--- src/rtl/mp_alu_pkg.sv ---
// mp_alu_pkg: shared ALU command codes, sequencer states and widths.
package mp_alu_pkg;
    localparam int ALU_CMD_W = 4;
    localparam int DATA_W = 8;
    typedef enum logic [ALU_CMD_W-1:0] {
        OP_AND = 4'b0000, OP_XOR, OP_OR, OP_SHL, OP_SHR, OP_ADD, OP_SUB, OP_PASS
    } alu_op_t;
    typedef enum logic [1:0] {S_IDLE, S_EXEC, S_FIN} seq_state_t;
    function automatic logic is_arith(input logic [ALU_CMD_W-1:0] o);
        return o == OP_ADD || o == OP_SUB || o == OP_SHL || o == OP_SHR;
    endfunction
endpackage

--- src/rtl/mp_alu_seq_addr.sv ---
// mp_alu_seq_addr: byte-index counter and wrapping address generator.
module mp_alu_seq_addr #(
    parameter int NREGS = 16,
    parameter int AW = $clog2(NREGS),
    parameter int LW = 3
) (
    input  logic          clk,
    input  logic          rst_n,
    input  logic          load,
    input  logic          step,
    input  logic          rev,
    input  logic [LW-1:0] len,
    input  logic [AW-1:0] a_base,
    input  logic [AW-1:0] b_base,
    input  logic [AW-1:0] d_base,
    output logic [AW-1:0] raddr_a,
    output logic [AW-1:0] raddr_b,
    output logic [AW-1:0] waddr,
    output logic          last
);
    logic [LW-1:0] idx, len_q;
    logic          rev_q;
    logic [AW-1:0] a_q, b_q, d_q;
    function automatic logic [AW-1:0] wrap(input logic [AW-1:0] base, input logic [LW-1:0] i);
        return AW'((32'(base) + 32'(i)) % NREGS);
    endfunction
    // len of zero wraps to the full MAXLEN bytes through modular index arithmetic
    always_ff @(posedge clk or negedge rst_n) begin
        if (!rst_n) begin
            idx <= '0;
            len_q <= '0;
            rev_q <= 1'b0;
            a_q <= '0;
            b_q <= '0;
            d_q <= '0;
        end else if (load) begin
            idx <= rev ? len - LW'(1) : '0;
            len_q <= len;
            rev_q <= rev;
            a_q <= a_base;
            b_q <= b_base;
            d_q <= d_base;
        end else if (step) begin
            idx <= rev_q ? idx - LW'(1) : idx + LW'(1);
        end
    end
    assign raddr_a = wrap(a_q, idx);
    assign raddr_b = wrap(b_q, idx);
    assign waddr = wrap(d_q, idx);
    assign last = idx == (rev_q ? '0 : len_q - LW'(1));
endmodule

--- src/rtl/mp_alu_seq.sv ---
// mp_alu_seq: byte-serial multi-precision ALU sequencer over an external register file and ALU.
// Define MP_ALU_SEQ_FLAGS_EN to enable carry/zero flag tracking; otherwise both flags read 0.
module mp_alu_seq
    import mp_alu_pkg::*;
#(
    parameter int NREGS = 16,
    parameter int MAXLEN = 8
) (
    input  logic                         clk,
    input  logic                         rst_n,
    input  logic                         start,
    input  logic [ALU_CMD_W-1:0]         op,
    input  logic [$clog2(MAXLEN)-1:0]    len,
    input  logic [$clog2(NREGS)-1:0]     a_base,
    input  logic [$clog2(NREGS)-1:0]     b_base,
    input  logic [$clog2(NREGS)-1:0]     d_base,
    output logic                         busy,
    output logic                         done,
    output logic                         carry_flag,
    output logic                         zero_flag,
    output logic [$clog2(NREGS)-1:0]     rf_raddr_a,
    output logic [$clog2(NREGS)-1:0]     rf_raddr_b,
    input  logic [DATA_W-1:0]            rf_rdata_a,
    input  logic [DATA_W-1:0]            rf_rdata_b,
    output logic                         rf_we,
    output logic [$clog2(NREGS)-1:0]     rf_waddr,
    output logic [DATA_W-1:0]            rf_wdata,
    output logic [ALU_CMD_W-1:0]         alu_command,
    output logic [DATA_W-1:0]            alu_a,
    output logic [DATA_W-1:0]            alu_b,
    output logic                         alu_cin,
    input  logic [DATA_W-1:0]            alu_result,
    input  logic                         alu_cout
);
    localparam int AW = $clog2(NREGS);
    localparam int LW = $clog2(MAXLEN);
    seq_state_t           state, nxt;
    logic [ALU_CMD_W-1:0] op_q;
    logic                 carry, last, accept, exec, sub;
    assign accept = state == S_IDLE && start;
    assign exec = state == S_EXEC;
    assign sub = op_q == OP_SUB;
    mp_alu_seq_addr #(.NREGS(NREGS), .AW(AW), .LW(LW)) u_addr (
        .clk(clk), .rst_n(rst_n), .load(accept), .step(exec), .rev(op == OP_SHR),
        .len(len), .a_base(a_base), .b_base(b_base), .d_base(d_base),
        .raddr_a(rf_raddr_a), .raddr_b(rf_raddr_b), .waddr(rf_waddr), .last(last)
    );
    always_ff @(posedge clk or negedge rst_n) begin
        if (!rst_n) state <= S_IDLE;
        else state <= nxt;
    end
    // op codes with the top bit set are illegal and go straight to FIN
    always_comb begin
        nxt = state == S_IDLE ? (start ? (op[3] ? S_FIN : S_EXEC) : S_IDLE) :
              state == S_EXEC ? (last ? S_FIN : S_EXEC) : S_IDLE;
    end
    always_comb begin
        busy = state != S_IDLE;
        done = state == S_FIN;
        rf_we = exec;
        rf_wdata = alu_result;
        alu_command = exec ? (sub ? ALU_CMD_W'(OP_ADD) : op_q) : '0;
        alu_a = exec ? rf_rdata_a : '0;
        alu_b = exec ? (sub ? ~rf_rdata_b : rf_rdata_b) : '0;
        alu_cin = exec && is_arith(op_q) && carry;
    end
    always_ff @(posedge clk or negedge rst_n) begin
        if (!rst_n) begin
            op_q <= '0;
            carry <= 1'b0;
        end else if (accept) begin
            op_q <= op;
            carry <= op == OP_SUB;
        end else if (exec && is_arith(op_q)) begin
            carry <= alu_cout;
        end
    end
`ifdef MP_ALU_SEQ_FLAGS_EN
    logic zacc;
    // flags are captured on the last byte so they are already valid while done is high
    always_ff @(posedge clk or negedge rst_n) begin
        if (!rst_n) begin
            carry_flag <= 1'b0;
            zero_flag <= 1'b0;
            zacc <= 1'b1;
        end else begin
            if (accept) zacc <= 1'b1;
            else if (exec) zacc <= zacc && alu_result == '0;
            if (exec && last) begin
                zero_flag <= zacc && alu_result == '0;
                if (is_arith(op_q)) carry_flag <= alu_cout;
            end
        end
    end
`else
    assign carry_flag = 1'b0;
    assign zero_flag = 1'b0;
`endif
endmodule

--- config.mk ---
export PLATFORM = sky130hd
export DESIGN_NAME = mp_alu_seq
export DESIGN_NICKNAME = d
export VERILOG_FILES = /design/src/rtl/mp_alu_pkg.sv /design/src/rtl/mp_alu_seq_addr.sv /design/src/rtl/mp_alu_seq.sv
export SDC_FILE = /design/constraint.sdc
export NUM_CORES = 1
export LEC_CHECK = 0
export BUFFER_PORTS_ARGS = -buffer_cell sky130_fd_sc_hd__clkbuf_2
export CAP_MARGIN = 10
export CORE_MARGIN = 4
export CORE_UTILIZATION = 49
export CTS_CLUSTER_SIZE = 8
export DETAILED_ROUTE_END_ITERATION = 12
export GPL_TIMING_DRIVEN = 0
export PLACE_DENSITY = 0.86
export SLEW_MARGIN = 10
export SYNTH_ARGS = -nofsm -noshare
export SYNTH_HDL_FRONTEND = slang
export SYNTH_SLANG_ARGS = --single-unit
--- constraint.sdc ---
create_clock -name clk -period 3.78 [get_ports clk]
set_input_delay 0.567 -clock clk [delete_from_list [all_inputs] [get_ports clk]]
set_output_delay 0.567 -clock clk [all_outputs]
set_load 0.05 [all_outputs]
## Yosys cells after proc, flatten, opt, wreduce, memory -nomap -nowiden

Cells that the tools add are included.

- Bits in writable memories: 0
- Memories: 0
- Input port bits: 47
- Output and inout bits: 46
- Bits in registers: 26
- Word-level logic and storage cells: 53
- Latch bits: 0
- ROM bits: 0

- Bitwise operators: 1
- Shifts and indexed selects: 0
- Magnitude comparators: 0
- Add/subtract/negate cells: 7
- Multipliers: 0
- Reductions and logical operators: 10
- Div/mod/pow operators: 0
- Mux-type cells: 17
- Equality and inequality tests: 9

Operator list:

| kind | count |
|---|---|
| two-way mux 8 bit | 3 |
| == test 4 x 3 -> 1 bit, second input constant | 5 |
| two-way mux 3 bit | 5 |
| adder 4 x 3 -> 4 bit | 3 |
| two-way mux 2 bit | 5 |
| subtractor 3 x 1 -> 3 bit, second input constant | 3 |
| two-way mux 4 bit | 2 |
| NOT 8 bit | 1 |
| nonzero test 2 bit | 3 |
| == test 4 x 2 -> 1 bit, second input constant | 1 |
| adder 3 x 1 -> 3 bit, second input constant | 1 |
| == test 3 bit | 1 |
| logical AND 1 bit | 3 |
| logical OR 1 bit | 3 |
| == test 2 x 1 -> 1 bit, second input constant | 1 |
| == test 2 bit, second input constant | 1 |
| logical NOT 2 bit | 1 |
| two-way mux 1 bit | 2 |

## Longest topological paths before layout

Gate-level depths: netlist of run 1.

- Word-level depth: 7
- Gate-level depth with buffers: 6
- Depth with buffers taken out: 6

## By module

From an unflattened synthesis of run 1, not the netlist that was laid out.

- Cell total of the unflattened synthesis: 189
- Area total of the unflattened synthesis: 1,856.8 µm²

By module, submodules not included:

| module | cells each | instances | seq. area each (µm²) | area each (µm²) |
|---|---|---|---|---|
| mp_alu_seq_addr | 110 | 1 | 475.5 | 1,207.4 |
| mp_alu_seq | 79 | 1 | 175.2 | 649.4 |

## Least setup slack after synthesis of run 1

OpenSTA, ideal clock, no wires.

- Kind: reg2out
- Start point: register u_addr.idx[1]
- End point: output port rf_raddr_a[2]
- Cell stages (with the launch flop): 4
- Slack: 1.383 ns
- Buffers on the path: 0
- Data arrival time: 1.830 ns
- Required time: 3.213 ns
- Path through: dfrtp_1 -> inv_1 -> fa_1 -> xnor2_1

- Longest elaborated chain between the ends: 1

RTL lines:

| what | line | text |
|---|---|---|
| start: declaration | mp_alu_seq_addr.sv:21 | `logic [LW-1:0] idx, len_q;` |
| start signal: assignment | mp_alu_seq_addr.sv:37 | `idx <= rev ? len - LW'(1) : '0;` |
| start signal: assignment | mp_alu_seq_addr.sv:44 | `idx <= rev_q ? idx - LW'(1) : idx + LW'(1);` |
| adder 4 x 3 -> 4 bit | mp_alu_seq_addr.sv:25 | `return AW'((32'(base) + 32'(i)) % NREGS);` |
| end: declaration | mp_alu_seq.sv:21 | `output logic [$clog2(NREGS)-1:0] rf_raddr_a,` |

No other way between the ends.

## Worst setup path in the final report of run 1

Ends and elaborated chain as after synthesis.

==> run_results.csv, run 1 <==
group,metric,value,unit
cts,cts_tree,"built",
sta,timing.final.crit_share,67.0,%
worst_setup_path,worstSetupEndpointType,"primary output",
worst_setup_path,r2r_start,"u_addr.idx[1]",
run,cap_violations,0,
die,start_util,52.4,%
cells_and_area,area_growth,28.4,%
detailed_routing,wl_per_cell,12.9,um
global_routing,use_met2,34.4,%
sta,slew_violations,0,
sta,slew-limit-headroom,56.5,%
logic_synthesis,synth_seq_cells,26,
cells_and_area,fin_nets,362,
detailed_routing,detail_route.first_pass.iterations,4,
logic_synthesis,yosysSeqAreaShare,36.1,%
logic_synthesis,syn_avg_cell_area,8.51,sq um
cts,cts.sinks,26,
worst_setup_path,crit_path_start,"u_addr.idx[1]",
logic_synthesis,synthFlopType,"dfrtp_1",
logic_synthesis,yosys_warnings,0,
global_routing,grt_usage,19.8,%
logic_synthesis,yosys.area.top_type,"dfrtp_1",
detailed_routing,vias_per_cell,4.98,
cts,cts_hold_buf,0,
placed_design,gp_congestion,0.797,
die,row_count,21,
cts,root_buffer,"clkbuf_8",
logic_synthesis,synth_enable_flop_cells,0,
worst_setup_path,criticalPathCategory,"reg2out",
detailed_routing,vias,1713,
sta,setup_violations,0,
global_routing,grt_pass1_wl,7110,um
detailed_routing,drt_iter0_drc,85,
cts,clkLatencyLatePin,0.27,ns
die,die_x,68.7,um
cells_and_area,drive_gt1_share,34.9,%
sta,skew,0.00529,ns
worst_hold_path,min_path_type,"in2async",
cts,post_cts_buffers,0,
global_routing,antenna_found_initial,0,
run_status,status,"finished clean",
sta,fmax,395,MHz
worst_setup_path,critPathSlowestCell,"dfrtp_1",
logic_synthesis,yosysUniqueCellTypes,38,
die,core_area,3440,sq um
worst_setup_path,cp_data_required_time,3.21,ns
placed_design,portBuffers,82,
sta,setup-tns-final,0,ns
worst_setup_path,cpPeakStageDelay,0.52,ns
cts,cts_buffer_depth,2,
worst_setup_path,start_kind,"flop",
cells_and_area,diodes,0,
detailed_routing,routed_wl,4420,um
die,ios,93,
logic_synthesis,synthArstFlopShare,100,%
logic_synthesis,netlist_area,1800,sq um
sta,final_hold_viol_count,0,
worst_setup_path,cp_max_fo,8,
cts,h-tree-depth,1,
worst_setup_path,cp_cell_sequence,"inv_1 -> fa_1 -> xnor2_1 -> clkbuf_2",
global_routing,grt_overflow,0,
global_routing,grt_use_met3,3.89,%
global_routing,first_global_vias,1621,
die,die-area,4720,sq um
placed_design,dp_hpwl,3550,um
global_routing,met1_usage,26.2,%
logic_synthesis,synth_cells,212,
die,die_y,68.7,um
sta,grt_setup_unrepaired,"no",
cts,path_clk_slew,0.09,ns
detailed_routing,ant_nets,0,
logic_synthesis,synth_top_area_share,36.1,%
global_routing,grt_max_degree,27,
cts,numCtsBuffers,3,
worst_setup_path,arrival,1.97,ns
detailed_routing,post-route-drc-count,0,
logic_synthesis,synthTopCellsByArea,"dfrtp_1 (36%), nand2_1 (10%), xnor2_1 (7.8%)",
cts,ctsResizeCount,0,
sta,worst_pin_slew,0.653,ns
sta,min_period,2.53,ns
global_routing,grt-busiest-layer,"met2",
[state kept, by name (all words and copies together) (netlist names)]
name / cells
u_addr.a_q: 4
u_addr.len_q: 3
op_q: 4
u_addr.idx: 3
u_addr.b_q: 4
u_addr.rev_q: 1
state: 2
u_addr.d_q: 4
carry: 1
[worst paths after layout]
check | to | slack, ns | cells past startpoint
min in group clk | u_addr.d_q[3] | 0.47 | 3
min reg2reg | u_addr.b_q[0] | 0.49 | 2
max | rf_raddr_a[2] | 1.25 | 4
max in group asynchronous | u_addr.b_q[3] | 3.05 | 1
min | u_addr.d_q[0] | 0.30 | 1
max reg2reg | u_addr.idx[2] | 2.01 | 6
[metal layers]
| metal | vias to the layer above | wire [um] |
|---|---|---|
| met5 | - | 0 |
| met4 | 0 | 19 |
| met3 | 4 | 354 |
| met2 | 81 | 2250 |
| met1 | 792 | 1800 |
| li1 | 836 | - |
[worst max-delay path: cells and delay by family (launching register included)]
kind,cells,cell delay [ns]
xor+xnor,1,0.19
fa+ha+maj,1,0.45
buf+inv,2,0.53
flops,1,0.52
[per-stage QoR]
| step | worst slack [ns] | std cells | hold slack (ns) | instance area (sq um) | utilization [%] |
|---|---|---|---|---|---|
| after floorplan | 1.38 | 213 | 0.271 | 1810 | - |
| after global routing | 1.16 | 344 | 0.358 | 2320 | 67.3 |
| after detailed placement | 1.56 | 341 | 0.476 | 2280 | 66.1 |
| final | 1.25 | 344 | 0.301 | 2320 | 67.3 |
| after global placement | 1.61 | 341 | 0.466 | 2280 | 66.1 |
| after CTS | 1.23 | 344 | 0.323 | 2320 | 67.3 |
[cells in the final DEF, fill, tap and decap left out, types with 2 or more instances in the layout]
| master | netlist | final |
|---|---|---|
| xor2_1 | 2 | 2 |
| nand2_1 | 48 | 48 |
| fa_1 | 4 | 4 |
| nor2b_1 | 2 | 2 |
| a21o_1 | 3 | 3 |
| and2_2 | 2 | 2 |
| and2_1 | 8 | 8 |
| buf_4 | 12 | 12 |
| a21oi_1 | 4 | 4 |
| o22ai_1 | 2 | 2 |
| nor3_1 | 2 | 2 |
| inv_1 | 20 | 20 |
| xnor2_1 | 16 | 16 |
| clkbuf_8 | 0 | 3 |
| ha_1 | 11 | 11 |
| dfrtp_1 | 26 | 26 |
| nor2_1 | 15 | 15 |
| buf_2 | 3 | 3 |
| clkbuf_1 | 2 | 2 |
| o21ai_0 | 9 | 9 |
| o21ai_1 | 2 | 2 |
| nand3b_1 | 2 | 2 |
| conb_1 | 1 | 2 |
| clkbuf_2 | 0 | 82 |
[cells by family after synthesis]
kind of cell | count (synthesis) | synth area share, %
and+or+nand+nor | 84 | 21.1
buffers and inverters | 37 | 10.4
AOI/OAI and AO/OA | 30 | 10.9
DFF | 26 | 36.1
xor gates and xnor gates | 18 | 8.74
adders and majority gates | 15 | 12.1
other | 1 | 0.208
muxes | 1 | 0.555
[synth_stat cells, types with 3 or more instances]
cell	count
inv_1	20
a21oi_1	4
nand2_1	48
fa_1	4
dfrtp_1	26
xnor2_1	16
and2_1	8
ha_1	11
a21o_1	3
nor2_1	15
buf_4	12
buf_2	3
o21ai_0	9
[cell type report]
class | count | area, sq um
Inverter | 20 | 75.1
Fill cell | 309 | 1120
Tap cell | 46 | 57.6
Buffer | 17 | 113
Clock buffer | 3 | 41.3
Timing Repair Buffer | 82 | 410
Sequential cell | 26 | 651
Multi-Input combinational cell | 150 | 970
Power of run 1 is left out: the tool's default activity adds up to more than one toggle a clock period on the data nets, which glitch-free logic cannot reach.
==> run 2, diff against run 1 <==
Settings changed: CORE_UTILIZATION 49 to 41, PLACE_DENSITY 0.86 to 0.76.
Clock period 3.78 ns to 2.15 ns, I/O delays scaled along.
==> run 2 against run 1 <==
Effect of this change: first-iteration DRC count decreased by 16%; hold slack lost 0.24 ns; non-clock buffer count grew 4; critical endpoint is now rf_raddr_b[3]; largest cell class unchanged; highest routed layer is now met3.
==> run_results.csv, run 2 (synthesis gave the netlist of run 1 again) <==
group,metric,value,unit
run,cap_violations,0,
cells_and_area,fin_nets,366,
worst_setup_path,worstSetupEndpointType,"primary output",
cells_and_area,mostFrequentLayoutCell,"clkbuf_2",
die,row_count,23,
worst_setup_path,path_depth,5,
placed_design,portBuffers,82,
cts,path_clk_slew,0.09,ns
sta,setup_violations,0,
sta,fmax,474,MHz
cells_and_area,drive_gt1_share,38.9,%
detailed_routing,ant_nets,0,
global_routing,grt_pass1_wl,7230,um
die,die_y,74.3,um
global_routing,first_global_vias,1717,
worst_setup_path,cp_cell_sequence,"ha_1 -> a21o_1 -> a21oi_1 -> xnor2_1 -> clkbuf_2",
detailed_routing,post-route-drc-count,0,
sta,timing.final.crit_share,98.2,%
worst_setup_path,critPathSlowestCell,"dfrtp_2",
detailed_routing,wl_met2,2270,um
worst_setup_path,start_kind,"flop",
sta,min_period,2.11,ns
detailed_routing,vias,1657,
die,core_area,4120,sq um
detailed_routing,top_layer_used,"met3",
cts,cts_buffer_depth,2,
die,ios,93,
cells_and_area,fin_util,58.7,%
worst_setup_path,cp_data_required_time,1.83,ns
sta,slew-limit-headroom,55.3,%
cells_and_area,final_cell_mix,"clkbuf_2 (73), nand2_1 (48), dfrtp_1 (23), inv_1 (19), buf_4 (18)",
detailed_routing,routed_wl,4540,um
detailed_routing,vias_per_cell,4.69,
die,start_util,43.8,%
detailed_routing,drt_iter0_drc,71,
cells_and_area,seq_area,654,sq um
detailed_routing,wl_per_cell,12.9,um
sta,slew_violations,0,
worst_setup_path,arrival,1.79,ns
cts,cts.sinks,26,
worst_setup_path,cpPeakStageDelay,0.47,ns
die,die_x,74.3,um
worst_setup_path,r2r_start,"u_addr.idx[1]",
cells_and_area,area_growth,34.0,%
cts,cts_hold_buf,0,
worst_setup_path,critical_path.top_delay_family,"flip-flops",
global_routing,antenna_found_initial,0,
worst_hold_path,min_path_type,"in2async",
worst_setup_path,endpoint,"rf_raddr_b[3]",
detailed_routing,detail_route.first_pass.iterations,4,
die,die-area,5530,sq um
cts,clkLatencyLatePin,0.27,ns
worst_setup_path,criticalPathCategory,"reg2out",
cts,numCtsBuffers,3,
cells_and_area,diodes,0,
detailed_routing,wl_met3,358,um
worst_setup_path,reg2reg_to,"u_addr.idx[2]",
placed_design,gp_congestion,0.825,
global_routing,grt_overflow,0,
worst_setup_path,crit_path_start,"u_addr.idx[1]",
cts,cts_tree,"built",
cts,h-tree-depth,1,
sta,skew,0.00375,ns
worst_setup_path,r2r_slack,0.36,ns
detailed_routing,m1WireLength,1920,um
cells_and_area,multi_input_area,998,sq um
placed_design,dp_hpwl,3570,um
worst_setup_path,r2r_cells,7,
run_status,status,"finished clean",
cts,root_buffer,"clkbuf_8",
sta,final_hold_viol_count,0,
cells_and_area,num-fill-cells,365,
sta,worst_pin_slew,0.671,ns
worst_setup_path,cp_max_fo,5,
worst_setup_path,cp_num_buf_inv,1,
global_routing,grt_usage,16.5,%
global_routing,grt_max_degree,27,
==> run 2: final cells by class <==
type	count	share of cell area [%]
timing repair buffer	86	18.8
clock buffer	4	2.28
sequential	26	27.1
multi-input combinational	150	41.3
inverter	20	3.26
buffer	17	4.66
tap	50	2.59
==> run 2: timing repair <==
item | CTS | global route
setup endpoints to repair | 9 | 11
setup buffers | 0 | 4
endpoints found under the hold margin | 0 | 0
resized for setup | 6 | 13
==> run 2: layer usage <==
metal,up-vias,GRT usage (%)
li1,848,-
met3,0,4.19
met2,60,30.6
met4,0,1.19
met5,-,0
met1,749,20.2
==> run 2: worst min-delay path by stage <==
| stage | from | to | slack (ns) |
|---|---|---|---|
| after floorplan | rst_n | carry | 0.03 |
| after global placement | rst_n | u_addr.a_q[3] | 0.38 |
| after detailed placement | rst_n | u_addr.a_q[3] | 0.40 |
| after CTS | rst_n | u_addr.d_q[0] | 0.09 |
| after global routing | rst_n | u_addr.d_q[0] | 0.12 |
| final | rst_n | u_addr.b_q[3] | 0.06 |
==> run 2: metrics by stage <==
stage | instance area [sq um] | hold WS, ns | TNS (ns) | cells | setup slack [ns]
6_report | 2420 | 0.0635 | 0 | 353 | 0.0381
5_1_grt | 2420 | 0.116 | -0.00723 | 353 | -0.00723
4_1_cts | 2370 | 0.0937 | 0 | 349 | 0.00726
3_5_place_dp | 2300 | 0.396 | 0 | 345 | 0.190
3_3_place_gp | 2300 | 0.385 | 0 | 345 | 0.216
2_1_floorplan | 1830 | 0.0269 | 0 | 213 | 0.0552
Power of run 2 is left out for the same reason.
==> run 3, diff against run 2 <==
Settings changed: ABC_AREA from default to 1, CORE_UTILIZATION 41 to 42, PLACE_DENSITY 0.76 to 0.77, SLEW_MARGIN 10 to 20.
==> run 3 against run 2 <==
Effect of this change: first-iteration DRC count down 15%; register-to-register slack better by 0.35 ns; setup slack improved by 0.040 ns; clock-buffer cell count did not move; global-route usage decreased by 0.69 points; fmax is 2.0% higher; via count increased by 9.6%; die area increased by 4.0%; critical path depth did not move; critical path type unchanged.
==> run_results.csv, run 3 <==
group,metric,value,unit
run_status,status,"finished clean",
cells_and_area,num-fill-cells,399,
logic_synthesis,synth_top_area_share,33.7,%
die,die-area,5750,sq um
sta,setup_violations,0,
logic_synthesis,syn_avg_cell_area,7.37,sq um
die,start_util,43.8,%
worst_setup_path,r2r_start,"u_addr.idx[1]",
global_routing,grt_overflow,0,
logic_synthesis,synth_cells,262,
cts,cts.sinks,26,
run,cap_violations,0,
cts,path_clk_slew,0.09,ns
die,die_y,75.8,um
cts,clkLatencyLatePin,0.27,ns
detailed_routing,vias,1816,
worst_setup_path,cpPeakStageDelay,0.44,ns
cts,root_buffer,"clkbuf_8",
cts,cts_tree,"built",
detailed_routing,wl_per_cell,11.1,um
sta,timing.final.crit_share,96.3,%
logic_synthesis,synthTopCellsByArea,"dfrtp_1 (34%), nand2_1 (15%), inv_1 (8.4%)",
cts,cts_hold_buf,0,
cells_and_area,seq_area,652,sq um
logic_synthesis,yosysSeqAreaShare,33.7,%
cts,numCtsBuffers,3,
cells_and_area,postLayoutCellArea,2480,sq um
placed_design,gp_congestion,0.833,
worst_setup_path,critical_path.top_delay_family,"adder cells",
detailed_routing,detail_route.first_pass.iterations,4,
sta,skew,0.00310,ns
worst_setup_path,critPathSlowestCell,"dfrtp_1",
sta,min_period,2.07,ns
sta,final_hold_viol_count,0,
logic_synthesis,yosysUniqueCellTypes,24,
cells_and_area,final_cell_mix,"nand2_1 (78), clkbuf_2 (76), inv_1 (42), dfrtp_1 (25), nor2_1 (23)",
cells_and_area,fin_nets,412,
logic_synthesis,synth_enable_flop_cells,0,
cts,post_cts_buffers,0,
logic_synthesis,yosys.area.top_type,"dfrtp_1",
global_routing,grt_max_degree,27,
sta,slew-limit-headroom,58.4,%
detailed_routing,post-route-drc-count,0,
cells_and_area,mostFrequentLayoutCell,"nand2_1",
placed_design,placedInstanceArea,2410,sq um
logic_synthesis,synth_most_common_cell,"nand2_1",
global_routing,antenna_found_initial,0,
global_routing,grt_pass1_wl,6980,um
logic_synthesis,yosys_warnings,0,
sta,worst_pin_slew,0.624,ns
die,die_x,75.8,um
sta,grt_setup_unrepaired,"yes",
worst_setup_path,cp_data_required_time,1.83,ns
worst_setup_path,cp_max_fo,5,
worst_setup_path,cp_cell_sequence,"ha_1 -> inv_1 -> fa_1 -> inv_1 -> clkbuf_2",
sta,slew_violations,0,
worst_hold_path,min_path_type,"in2async",
cts,h-tree-depth,1,
logic_synthesis,netlist_area,1930,sq um
placed_design,portBuffers,82,
global_routing,grt_usage,15.8,%
cells_and_area,diodes,0,
logic_synthesis,synthArstFlopShare,100,%
detailed_routing,routed_wl,4440,um
sta,fmax,483,MHz
worst_setup_path,start_kind,"flop",
worst_setup_path,worstSetupEndpointType,"primary output",
cells_and_area,multi_input_area,972,sq um
cells_and_area,drive_gt1_share,33.0,%
worst_setup_path,arrival,1.75,ns
die,ios,93,
cts,cts_buffer_depth,2,
detailed_routing,drt_iter0_drc,60,
cells_and_area,area_growth,28.4,%
worst_setup_path,criticalPathCategory,"reg2out",
worst_setup_path,crit_path_start,"u_addr.idx[0]",
detailed_routing,vias_per_cell,4.53,
placed_design,dp_hpwl,3730,um
worst_setup_path,cp_num_buf_inv,3,
die,core_area,4410,sq um
logic_synthesis,synth_seq_cells,26,
detailed_routing,ant_nets,0,
worst_setup_path,crit_top_cell,"inv_1",
logic_synthesis,synth_commonest_cells,"nand2_1 (78), inv_1 (43), dfrtp_1 (26)",
logic_synthesis,synthFlopType,"dfrtp_1",
global_routing,first_global_vias,1646,
die,row_count,24,
## run 3: final cells by class
cell class              instances  share of cell area (%)
clock buffers                   4                    2.22
repair buffers                 82                    17.1
inverters                      47                    7.21
plain buffers                  17                    5.40
flip-flops and latches         26                    26.3
multi-input cells             173                    39.2
well taps                      52                    2.62
## run 3: routing by layer
layer | part of all wire [%] | GRT usage [%] | routed length (um)
met5 | 0 | 0 | 0
met4 | 1.5 | 6.02 | 65
met1 | 41 | 19.1 | 1810
met3 | 6.2 | 1.32 | 274
met2 | 52 | 28.9 | 2290
## run 3: logic make-up (layout without fill, tap and decap cells)
| family | count (synthesis) | after routing | share of synthesized area (%) |
|---|---|---|---|
| AOI/OAI and AO/OA | 25 | 25 | 6.99 |
| xor gates and xnor gates | 13 | 13 | 5.89 |
| adders and majority gates | 15 | 15 | 11.3 |
| buffers and inverters | 64 | 150 | 16.2 |
| DFF | 26 | 26 | 33.7 |
| other | 1 | 2 | 0.194 |
| and+or+nand+nor | 118 | 118 | 25.8 |
## run 3: final timing paths
| path | slack [ns] | cells past startpoint | endpoint |
|---|---|---|---|
| min in group clk | 0.24 | 3 | u_addr.a_q[3] |
| worst max register to register | 0.71 | 8 | u_addr.idx[2] |
| worst min-delay path | 0.05 | 1 | u_addr.a_q[3] |
| max in group asynchronous | 1.66 | 1 | u_addr.idx[2] |
| worst min register to register | 0.50 | 2 | u_addr.b_q[0] |
| worst max-delay path | 0.08 | 5 | rf_raddr_b[1] |
## run 3: repair_timing
| action | in CTS | in global routing |
|---|---|---|
| setup endpoints to repair | 1 | 8 |
| gates resized for setup | 1 | 14 |
| pin swaps | 0 | 0 |
## run 3: stage by stage
stage	setup WS (ns)	hold slack (ns)	utilization, %	cells	TNS [ns]
global placement	0.265	0.371	54.6	397	0
floorplan	0.0299	0.0269	-	263	0
detailed placement	0.291	0.371	54.6	397	0
global route	-0.0165	0.111	56.2	401	-0.0179
finish	0.0785	0.0487	56.2	401	0
CTS	0.0114	0.0733	55.9	401	0
Power of run 3 is left out for the same reason.
